## src/rtl/tmds_encoder_dvi_pkg.sv

```systemverilog
// Shared TMDS definitions: symbol/data/counter widths, control tokens,
// stage-1 pipeline payload and the control-token lookup.
package tmds_encoder_dvi_pkg;

  localparam int unsigned DATA_W = 8;
  localparam int unsigned CTRL_W = 2;
  localparam int unsigned QM_W   = 9;
  localparam int unsigned SYM_W  = 10;
  localparam int unsigned CNT_W  = 5;
  localparam int unsigned PC_W   = 4;

  localparam logic [SYM_W-1:0] TMDS_CTRL_00 = 10'b1101010100;
  localparam logic [SYM_W-1:0] TMDS_CTRL_01 = 10'b0010101011;
  localparam logic [SYM_W-1:0] TMDS_CTRL_10 = 10'b0101010100;
  localparam logic [SYM_W-1:0] TMDS_CTRL_11 = 10'b1010101011;

  // Stage-1 register contents: data enable, control bits and transition-minimised word
  typedef struct packed {
    logic              de;
    logic [CTRL_W-1:0] ctrl;
    logic [QM_W-1:0]   qm;
  } s1_t;

  // Control period token for {c1,c0}
  function automatic logic [SYM_W-1:0] ctrl_token(input logic [CTRL_W-1:0] c);
    logic [SYM_W-1:0] tok;
    unique case (c)
      2'b00:   tok = TMDS_CTRL_00;
      2'b01:   tok = TMDS_CTRL_01;
      2'b10:   tok = TMDS_CTRL_10;
      default: tok = TMDS_CTRL_11;
    endcase
    return tok;
  endfunction

endpackage

```

## src/rtl/tmds_encoder_dvi_if.sv

```systemverilog
// Pixel-side bus of one TMDS channel.
//   de      : data enable (1 = encode din, 0 = send control token)
//   din     : colour channel data
//   ctrl_in : control bits {c1,c0}
//   tmds    : encoded 10-bit symbol, bit 0 sent first
// master = display pipeline side, slave = encoder side.
interface tmds_encoder_dvi_if;
  import tmds_encoder_dvi_pkg::*;

  logic              de;
  logic [DATA_W-1:0] din;
  logic [CTRL_W-1:0] ctrl_in;
  logic [SYM_W-1:0]  tmds;

  modport master (output de, output din, output ctrl_in, input tmds);
  modport slave  (input de, input din, input ctrl_in, output tmds);
endinterface

```

## src/rtl/tmds_encoder_dvi_popcount8.sv

```systemverilog
// Combinational ones count of an 8-bit word.
//   data_i  : word to count
//   count_o : number of set bits (0..8)
module tmds_encoder_dvi_popcount8
  import tmds_encoder_dvi_pkg::*;
(
  input  logic [DATA_W-1:0] data_i,
  output logic [PC_W-1:0]   count_o
);

  always_comb begin
    count_o = '0;
    for (int i = 0; i < int'(DATA_W); i++) begin
      count_o = count_o + PC_W'(data_i[i]);
    end
  end

endmodule

```

## src/rtl/tmds_encoder_dvi.sv

```systemverilog
// One DVI TMDS channel encoder: 8-bit data + 2 control bits to 10-bit
// DC-balanced symbols, fixed two-cycle pipeline, running disparity per line.
//   clk_pix   : pixel clock
//   rst_pix_n : asynchronous active-low reset
//   bus       : slave side of tmds_encoder_dvi_if (de, din, ctrl_in in; tmds out)
module tmds_encoder_dvi
  import tmds_encoder_dvi_pkg::*;
(
  input  logic                clk_pix,
  input  logic                rst_pix_n,
  tmds_encoder_dvi_if.slave   bus
);

  s1_t                     s1_d, s1_q;
  logic [QM_W-1:0]         qm_c;
  logic                    use_xnor_c;
  logic [PC_W-1:0]         n1_din, n1_qm;
  logic [SYM_W-1:0]        tmds_d, tmds_q;
  logic signed [CNT_W-1:0] cnt_d, cnt_q;
  logic signed [CNT_W-1:0] disp_c;
  logic signed [CNT_W-1:0] two_q8_c, two_nq8_c;
  logic                    qm8_c;
  logic [DATA_W-1:0]       qm_lo_c;
  logic                    cnt_pos_c, cnt_neg_c, disp_pos_c, disp_neg_c;

  tmds_encoder_dvi_popcount8 u_pc_din (
    .data_i  (bus.din),
    .count_o (n1_din)
  );

  tmds_encoder_dvi_popcount8 u_pc_qm (
    .data_i  (s1_q.qm[DATA_W-1:0]),
    .count_o (n1_qm)
  );

  // Stage 1: choose XOR/XNOR chain to minimise transitions
  always_comb begin
    use_xnor_c = (n1_din > PC_W'(4)) || ((n1_din == PC_W'(4)) && !bus.din[0]);
    qm_c       = '0;
    qm_c[0]    = bus.din[0];
    for (int i = 1; i < int'(DATA_W); i++) begin
      qm_c[i] = use_xnor_c ? ~(qm_c[i-1] ^ bus.din[i]) : (qm_c[i-1] ^ bus.din[i]);
    end
    qm_c[QM_W-1] = ~use_xnor_c;
    s1_d         = '{de: bus.de, ctrl: bus.ctrl_in, qm: qm_c};
  end

  // Stage 2: DC balancing against the running disparity
  always_comb begin
    tmds_d     = TMDS_CTRL_00;
    cnt_d      = '0;
    qm8_c      = s1_q.qm[QM_W-1];
    qm_lo_c    = s1_q.qm[DATA_W-1:0];
    // N1 - N0 = 2*N1 - 8, evaluated modulo 2^CNT_W
    disp_c     = $signed(CNT_W'({n1_qm, 1'b0}) - CNT_W'(8));
    two_q8_c   = qm8_c ? 5'sd2 : 5'sd0;
    two_nq8_c  = qm8_c ? 5'sd0 : 5'sd2;
    cnt_neg_c  = cnt_q[CNT_W-1];
    cnt_pos_c  = !cnt_q[CNT_W-1] && (cnt_q != '0);
    disp_neg_c = disp_c[CNT_W-1];
    disp_pos_c = !disp_c[CNT_W-1] && (disp_c != '0);

    if (!s1_q.de) begin
      tmds_d = ctrl_token(s1_q.ctrl);
      cnt_d  = '0;
    end else if ((cnt_q == '0) || (disp_c == '0)) begin
      tmds_d = {~qm8_c, qm8_c, (qm8_c ? qm_lo_c : ~qm_lo_c)};
      cnt_d  = qm8_c ? (cnt_q + disp_c) : (cnt_q - disp_c);
    end else if ((cnt_pos_c && disp_pos_c) || (cnt_neg_c && disp_neg_c)) begin
      tmds_d = {1'b1, qm8_c, ~qm_lo_c};
      cnt_d  = cnt_q + two_q8_c - disp_c;
    end else begin
      tmds_d = {1'b0, qm8_c, qm_lo_c};
      cnt_d  = cnt_q + disp_c - two_nq8_c;
    end
  end

  // Pipeline and disparity registers; reset presents the 00 control token
  always_ff @(posedge clk_pix or negedge rst_pix_n) begin
    if (!rst_pix_n) begin
      s1_q   <= '0;
      tmds_q <= TMDS_CTRL_00;
      cnt_q  <= '0;
    end else begin
      s1_q   <= s1_d;
      tmds_q <= tmds_d;
      cnt_q  <= cnt_d;
    end
  end

  assign bus.tmds = tmds_q;

endmodule
```

## src/flat_wrapper.sv

```systemverilog
// flat-port wrapper written by rule: the top's interface ports become plain ports
module tmds_encoder_dvi_flat import tmds_encoder_dvi_pkg::*;
  (clk_pix, rst_pix_n, bus_de, bus_din, bus_ctrl_in, bus_tmds);
  tmds_encoder_dvi_if bus_i ();
  input  logic clk_pix;
  input  logic rst_pix_n;
  input wire logic [$bits(bus_i.de)-1:0] bus_de;
  input wire logic [$bits(bus_i.din)-1:0] bus_din;
  input wire logic [$bits(bus_i.ctrl_in)-1:0] bus_ctrl_in;
  output wire logic [$bits(bus_i.tmds)-1:0] bus_tmds;
  assign bus_i.de = bus_de;
  assign bus_i.din = bus_din;
  assign bus_i.ctrl_in = bus_ctrl_in;
  assign bus_tmds = bus_i.tmds;
  tmds_encoder_dvi u_core (.clk_pix(clk_pix), .rst_pix_n(rst_pix_n), .bus(bus_i));
endmodule
```

## config.mk

```make
export PLATFORM = sky130hd
export DESIGN_NAME = tmds_encoder_dvi_flat
export DESIGN_NICKNAME = d
export VERILOG_FILES = /design/src/rtl/tmds_encoder_dvi_pkg.sv /design/src/rtl/tmds_encoder_dvi_if.sv /design/src/rtl/tmds_encoder_dvi_popcount8.sv /design/src/rtl/tmds_encoder_dvi.sv /design/src/flat_wrapper.sv
export SDC_FILE = /design/constraint.sdc
export NUM_CORES = 1
export LEC_CHECK = 0
export CORE_MARGIN = 5
export CORE_UTILIZATION = 45
export CTS_CLUSTER_SIZE = 25
export DETAILED_ROUTE_END_ITERATION = 6
export GPL_TIMING_DRIVEN = 0
export PLACE_DENSITY = 0.72
export SKIP_LAST_GASP = 1
export SLEW_MARGIN = 20
export SYNTH_ARGS = -nofsm -noshare
export SYNTH_HDL_FRONTEND = slang
export SYNTH_SLANG_ARGS = --single-unit
```

## constraint.sdc

```tcl
create_clock -name clk_pix -period 11.5 [get_ports clk_pix]
set_clock_uncertainty 0.2 [all_clocks]
set_input_delay 1.15 -clock clk_pix [delete_from_list [all_inputs] [get_ports clk_pix]]
set_output_delay 1.15 -clock clk_pix [all_outputs]
set_load 0.005 [all_outputs]
```

==> run metrics, run 1 <==
Syn Inst Count=about 180; Finished Layout Cells=roughly 260; Max-Slew Margin vs Limit=0.6472; first-pass GRT wire length=5.692 mm; Hold Path Class=reg2reg; total grt overflow=0; die height=around 76 microns; register bit count reported by yosys=26; Yosys top cell by area=sky130_fd_sc_hd__dfrtp_1; Ports=23; Area growth, synth to finish=17.17%; Die X-Extent=between 70 and 80 microns; syn avg cell area=around 11 sq um; total routing resource utilization after global routing=0.1293; number of max-slew violations in the final report=0; proportion of register bits with asynchronous set or reset after synthesis=1.000; count of routing violations after the opening detailed-route iteration=between 40 and 50; Ys Warns=0; sum of negative setup slack=0 ns; most frequently used cell type in the post-synthesis netlist=sky130_fd_sc_hd__inv_1; number of sinks driven by the clock tree=26; Worst path slowest cell=sky130_fd_sc_hd__fa_1; Peak Freq=205.6 MHz; CTS resizes=0; type of the setup path with the least slack=in2reg; syn nets=roughly 230; total core area=4294 sq um; number of levels in the clock H-tree=1; overall die area=roughly 5800 sq um; list of cells traversed by the critical path=clkdlybuf4s50_1 > inv_1 > fa_1 > fa_1 > fa_1 > inv_1 > ha_1 > fa_1 > nor3_1 > o22ai_1 > xor2_1 > xnor2_1; count of distinct cell types in the synthesized netlist=28; wire per inst=about 13 microns; vias post-DR=1,231; Syn Std Cell Area=between 1500 and 2000 sq um; fin crit share=0.4229; slew at the pin with the worst max-slew slack=~0.53 ns; type of element launching the critical path=input pin; number of antenna diodes=0; Detailed Place HPWL=~2.7 mm; footprint of the flip-flops and latches=~660 sq um; antenna violations before repair=0; number of buffers between clock root and the deepest sink=2; share of final-layout standard cells stronger than drive strength 1=0.06829; arrival time at the worst endpoint=4.81 ns; root buffer selected by CTS=sky130_fd_sc_hd__clkbuf_8; TritonCTS Buffers=3; count of buffers added by post-CTS timing repair for setup=0; required time of the critical path=11.44 ns; Layout fillers=slightly below 400; result of the run=completed; maximum number of pins on one net before global-route repair=27; total iterations of the first detailed-routing run=3; final layout net count=~260; source-to-sink clock delay at the later pin of the worst-skew pair=0.26 ns; effective utilization at floorplan=0.4548; Placer Congestion=about 0.83; drt drc=0; Seq/Total Area, Yosys=0.3363; EDFF count, synth=0; final critical-path required period=4.864 ns; clock slew seen by the registers of the worst setup and hold paths=approximately 0.08 ns; worst hold slack after final layout=0.4103 ns; CP max stage delay=0.58 ns; number of buffers inserted by hold repair at cts=0; wirelength, routed=3.219 mm; number of maximum-capacitance violations=0; RSZ-0062 raised after global routing=false; CTS tree=built; maximum fanout along the worst path=3; kind of cell adding the most delay to the critical path=adder cells; ys flop type=sky130_fd_sc_hd__dfrtp_1; via count of the first global-routing pass=approximately 1,300; buffering stage count on the worst path with inverters included=3; number of standard-cell rows in the floorplan=24; Final Setup Violations=0; number of input and output port buffers inserted=22; endpoint type of the worst setup path=flip-flop; synth cell count leaders=sky130_fd_sc_hd__inv_1, sky130_fd_sc_hd__ha_1, sky130_fd_sc_hd__dfrtp_1; vias per cell=4.790; library cell appearing most often on the critical path=sky130_fd_sc_hd__fa_1; count of antenna-violating nets left after detailed routing=0; Inst Count DP=253; synth top area cells=sky130_fd_sc_hd__dfrtp_1, sky130_fd_sc_hd__ha_1, sky130_fd_sc_hd__fa_1; final hold violations=0; total area of multi-input combinational cells=1161 sq um; Synth top area share=0.2691
==> layout make-up <==
type                            count  share of cell area
Buffer                              1            0.001640
Clock buffer                        4             0.02406
Inverter                           35             0.05741
Multi-Input combinational cell    117              0.5074
Sequential cell                    26              0.2870
Tap cell                           52             0.02843
Timing Repair Buffer               22             0.09404
==> worst paths after layout <==
check	start	to	slack [ns]	depth (start not counted)
worst max-delay path	bus_din[0]	u_core.qm_lo_c[5]	6.64	12
worst min-delay path	u_core.qm_lo_c[2]	u_core.bus.tmds[2]	0.41	2
worst max register to register	u_core.qm_lo_c[0]	u_core.cnt_q[4]	6.82	14
worst min register to register	u_core.qm_lo_c[2]	u_core.bus.tmds[2]	0.41	2
max in group asynchronous	rst_pix_n	u_core.bus.tmds[9]	10.08	1
min in group asynchronous	rst_pix_n	u_core.cnt_q[4]	0.65	1
==> state kept, by name, indices dropped and copies added, names as in the netlist <==
| signal | flops |
|---|---|
| u_core.bus.tmds | 10 |
| u_core.qm_lo_c | 8 |
| u_core.cnt_q | 4 |
| u_core.s1_q | 3 |
| u_core.qm8_c | 1 |
==> layout by cell type, fill, tap and decap left out, drive strengths merged, types with 2 or more instances in the layout <==
| master | Yosys | final |
|---|---|---|
| a211oi | 3 | 3 |
| a21o | 2 | 2 |
| a21oi | 16 | 16 |
| a221oi | 2 | 2 |
| clkbuf | 1 | 5 |
| clkdlybuf4s50 | 0 | 21 |
| dfrtp | 21 | 21 |
| dfstp | 5 | 5 |
| fa | 13 | 13 |
| ha | 23 | 23 |
| inv | 35 | 35 |
| mux2i | 2 | 2 |
| nand2 | 4 | 4 |
| nor2 | 6 | 6 |
| nor3 | 4 | 4 |
| o21bai | 2 | 2 |
| xnor2 | 16 | 16 |
| xor2 | 13 | 13 |
==> worst min-delay path: stages (launching register included) <==
cell	delay (ns)
sky130_fd_sc_hd__dfrtp_1	0.38
sky130_fd_sc_hd__xor2_1	0.15
sky130_fd_sc_hd__a21oi_1	0.08
==> cells by family (layout without fill, tap and decap cells) <==
kind of cell,count (synthesis),count (layout),synth area share
xor+xnor,30,30,0.1416
buf+inv,36,62,0.06919
mux,2,2,0.01025
simple gates,19,19,0.04869
compound gates,30,30,0.1134
fa+ha+maj,36,36,0.2806
flops,26,26,0.3363
==> per-stage QoR <==
| stage | instance area [sq um] | setup WS [ns] | utilization |
|---|---|---|---|
| after floorplan | 1953 | 7.122 | - |
| after global placement | 2238 | 6.376 | 0.5213 |
| after detailed placement | 2238 | 6.315 | 0.5213 |
| after CTS | 2293 | 6.597 | 0.5341 |
| after global routing | 2288 | 6.480 | 0.5329 |
| final | 2288 | 6.636 | 0.5329 |
==> layer usage <==
layer / vias to the layer above / wire [microns] / global-route usage
met3: 7 / 90 / 0.01319
met2: 22 / 1632 / 0.2091
met4: 0 / 75 / 0.05243
met1: 578 / 1421 / 0.1770
met5: - / 0 / 0
li1: 624 / - / -
Power of run 1 is left out: the tool's default activity adds up to more than one toggle a clock period on the data nets, which glitch-free logic cannot reach.
==> run 2: changes to the inputs <==
- PLACE_DENSITY: 0.72 -> 0.75
- clock period: 11.5 -> 4.23 ns (I/O delays scaled with it)
==> run 2 against run 1 <==
  * The flow now finishes with violations (setup timing)
  * Worst setup slack worse by 7.1 ns
  * Routed wire length is 21% higher
  * Via count is 7.2% higher
  * Design area is 12% higher
  * Critical path depth is 2 higher
  * Highest routed layer unchanged
  * Global-route usage is 0.32 points lower
==> run metrics, run 2 (synthesis gave the netlist of run 1 again) <==
endpoint type of the worst setup path=flip-flop; number of levels in the clock H-tree=1; global routing usage on met1=0.1624; most common cell after layout, fill and taps aside=sky130_fd_sc_hd__inv_1; overall die area=roughly 5800 sq um; total core area=4294 sq um; root buffer selected by CTS=sky130_fd_sc_hd__clkbuf_8; number of standard-cell rows in the floorplan=24; slew at the pin with the worst max-slew slack=0.6397 ns; number of maximum-capacitance violations=0; number of cells on the worst reg-to-reg path=14; Ports=23; count of antenna-violating nets left after detailed routing=0; violated checks=setup timing; RSZ-0062 raised after global routing=true; vias per cell=~4.9; endpoint of the worst setup timing path=u_core.cnt_q[4]; final layout net count=around 270; maximum fanout along the worst path=6; total iterations of the first detailed-routing run=4; Max-Slew Margin vs Limit=0.5703; reg-to-reg slack, setup=-0.43 ns; Layout fillers=360; Die X-Extent=around 76 microns; die height=roughly 76 microns; share of final-layout standard cells stronger than drive strength 1=0.2372; Top Usage Layer GRT=met2; drt drc=0; Crit Reg-Reg Startpoint=u_core.qm_lo_c[0]; total grt overflow=0; wirelength, routed=3.900 mm; total routing resource utilization after global routing=0.1261; Final Worst Setup Slack=-0.4318 ns; result of the run=finished, violations left; most used cells in the layout excluding fill and tap cells=sky130_fd_sc_hd__inv_1, sky130_fd_sc_hd__clkdlybuf4s50_1, sky130_fd_sc_hd__dfrtp_1; number of buffers between clock root and the deepest sink=2; wire per inst=approximately 15 microns; final hold violations=0; Hold Path Class=in2reg; number of antenna diodes=0; number of max-slew violations in the final report=0; clock slew seen by the registers of the worst setup and hold paths=approximately 0.090 ns; first-pass GRT wire length=around 5.5 mm; type of the setup path with the least slack=reg2reg; met3 capacity usage during global routing=0.01847; source-to-sink clock delay at the later pin of the worst-skew pair=roughly 0.27 ns; crit path from=u_core.qm_lo_c[0]; vias post-DR=around 1,300; maximum number of pins on one net before global-route repair=27; TritonCTS Buffers=3; Final Setup Violations=13; antenna violations before repair=0; count of routing violations after the opening detailed-route iteration=42; Peak Freq=about 210 MHz; required time of the critical path=4.19 ns; final critical-path required period=between 4 and 5 ns; type of element launching the critical path=flip-flop; fin crit share=1.102; endpoint of the worst register-to-register path=u_core.cnt_q[4]; routing usage on met2=0.2177; Area growth, synth to finish=31.13%; worst hold slack after final layout=roughly 0.39 ns; number of input and output port buffers inserted=22; via count of the first global-routing pass=1,219; Detailed Place HPWL=about 2.7 mm; number of sinks driven by the clock tree=26; arrival time at the worst endpoint=~4.6 ns; effective utilization at floorplan=0.4548; sum of negative setup slack=-2.942 ns; setup slack after placement=-0.3007 ns; max reg flops=10; CTS tree=built; Placer Congestion=just under 0.9
## run 2: cell types whose count changed in the layout (fill, tap and decap cells not counted), sizes merged
cell / delta
buf: +9
dlygate4sd3: +1
## run 2: final cells by class
type | count | area (sq um) | area share
Multi-Input combinational cell | 117 | 1350 | 0.5271
Clock buffer | 4 | 45.04 | 0.01759
Tap cell | 52 | 65.06 | 0.02540
Inverter | 35 | 131.4 | 0.05129
Buffer | 1 | 3.754 | 0.001466
Sequential cell | 26 | 656.9 | 0.2565
Timing Repair Buffer | 32 | 309.0 | 0.1207
## run 2: how the worst min path moves through the flow
| stage | startpoint | endpoint | slack (ns) | cells past startpoint |
|---|---|---|---|---|
| after floorplan | rst_pix_n | u_core.bus.tmds[0] | -0.07 | 0 |
| after global placement | u_core.qm_lo_c[2] | u_core.bus.tmds[2] | 0.40 | 2 |
| after detailed placement | u_core.qm_lo_c[2] | u_core.bus.tmds[2] | 0.40 | 2 |
| after CTS | bus_ctrl_in[1] | u_core.s1_q[10] | 0.38 | 1 |
| after global routing | bus_ctrl_in[0] | u_core.s1_q[9] | 0.39 | 1 |
| final | bus_ctrl_in[1] | u_core.s1_q[10] | 0.39 | 1 |
## run 2: metrics by stage
stage               cells    util  area, sq um
global route          267  0.5964         2561
detailed placement    253  0.5332         2290
finish                267  0.5964         2561
floorplan             179       -         2004
CTS                   261  0.5568         2391
global placement      253  0.5332         2290
## run 2: what timing repair did
| action | 4_1_cts | 5_1_grt |
|---|---|---|
| gates resized for setup | 3 | 22 |
| pin swaps | 5 | 20 |
| hold endpoints to repair | 0 | 21 |
| hold buffers | 0 | 1 |
| endpoints found under the setup margin | 13 | 16 |
| cloned | 0 | 0 |
| setup buffers | 4 | 5 |
## run 2: layer usage
metal  vias up  wire length [microns]
li1        642                      -
met1       638                   1565
met2        34                   2136
met3         6                    145
met4         0                     53
met5         -                      0
## run 2: critical path, cell delays in order (launching register included)
cell and delay (ns):
sky130_fd_sc_hd__dfrtp_1 0.42, sky130_fd_sc_hd__fa_1 0.59, sky130_fd_sc_hd__inv_2 0.05, sky130_fd_sc_hd__fa_1 0.45
sky130_fd_sc_hd__fa_1 0.51, sky130_fd_sc_hd__inv_2 0.05, sky130_fd_sc_hd__ha_4 0.16, sky130_fd_sc_hd__fa_2 0.40
sky130_fd_sc_hd__xor2_4 0.18, sky130_fd_sc_hd__ha_1 0.41, sky130_fd_sc_hd__xnor2_2 0.23, sky130_fd_sc_hd__nand3_1 0.15
sky130_fd_sc_hd__xnor3_1 0.31, sky130_fd_sc_hd__nand2_1 0.07, sky130_fd_sc_hd__a221oi_1 0.36
Power of run 2 is left out for the same reason.
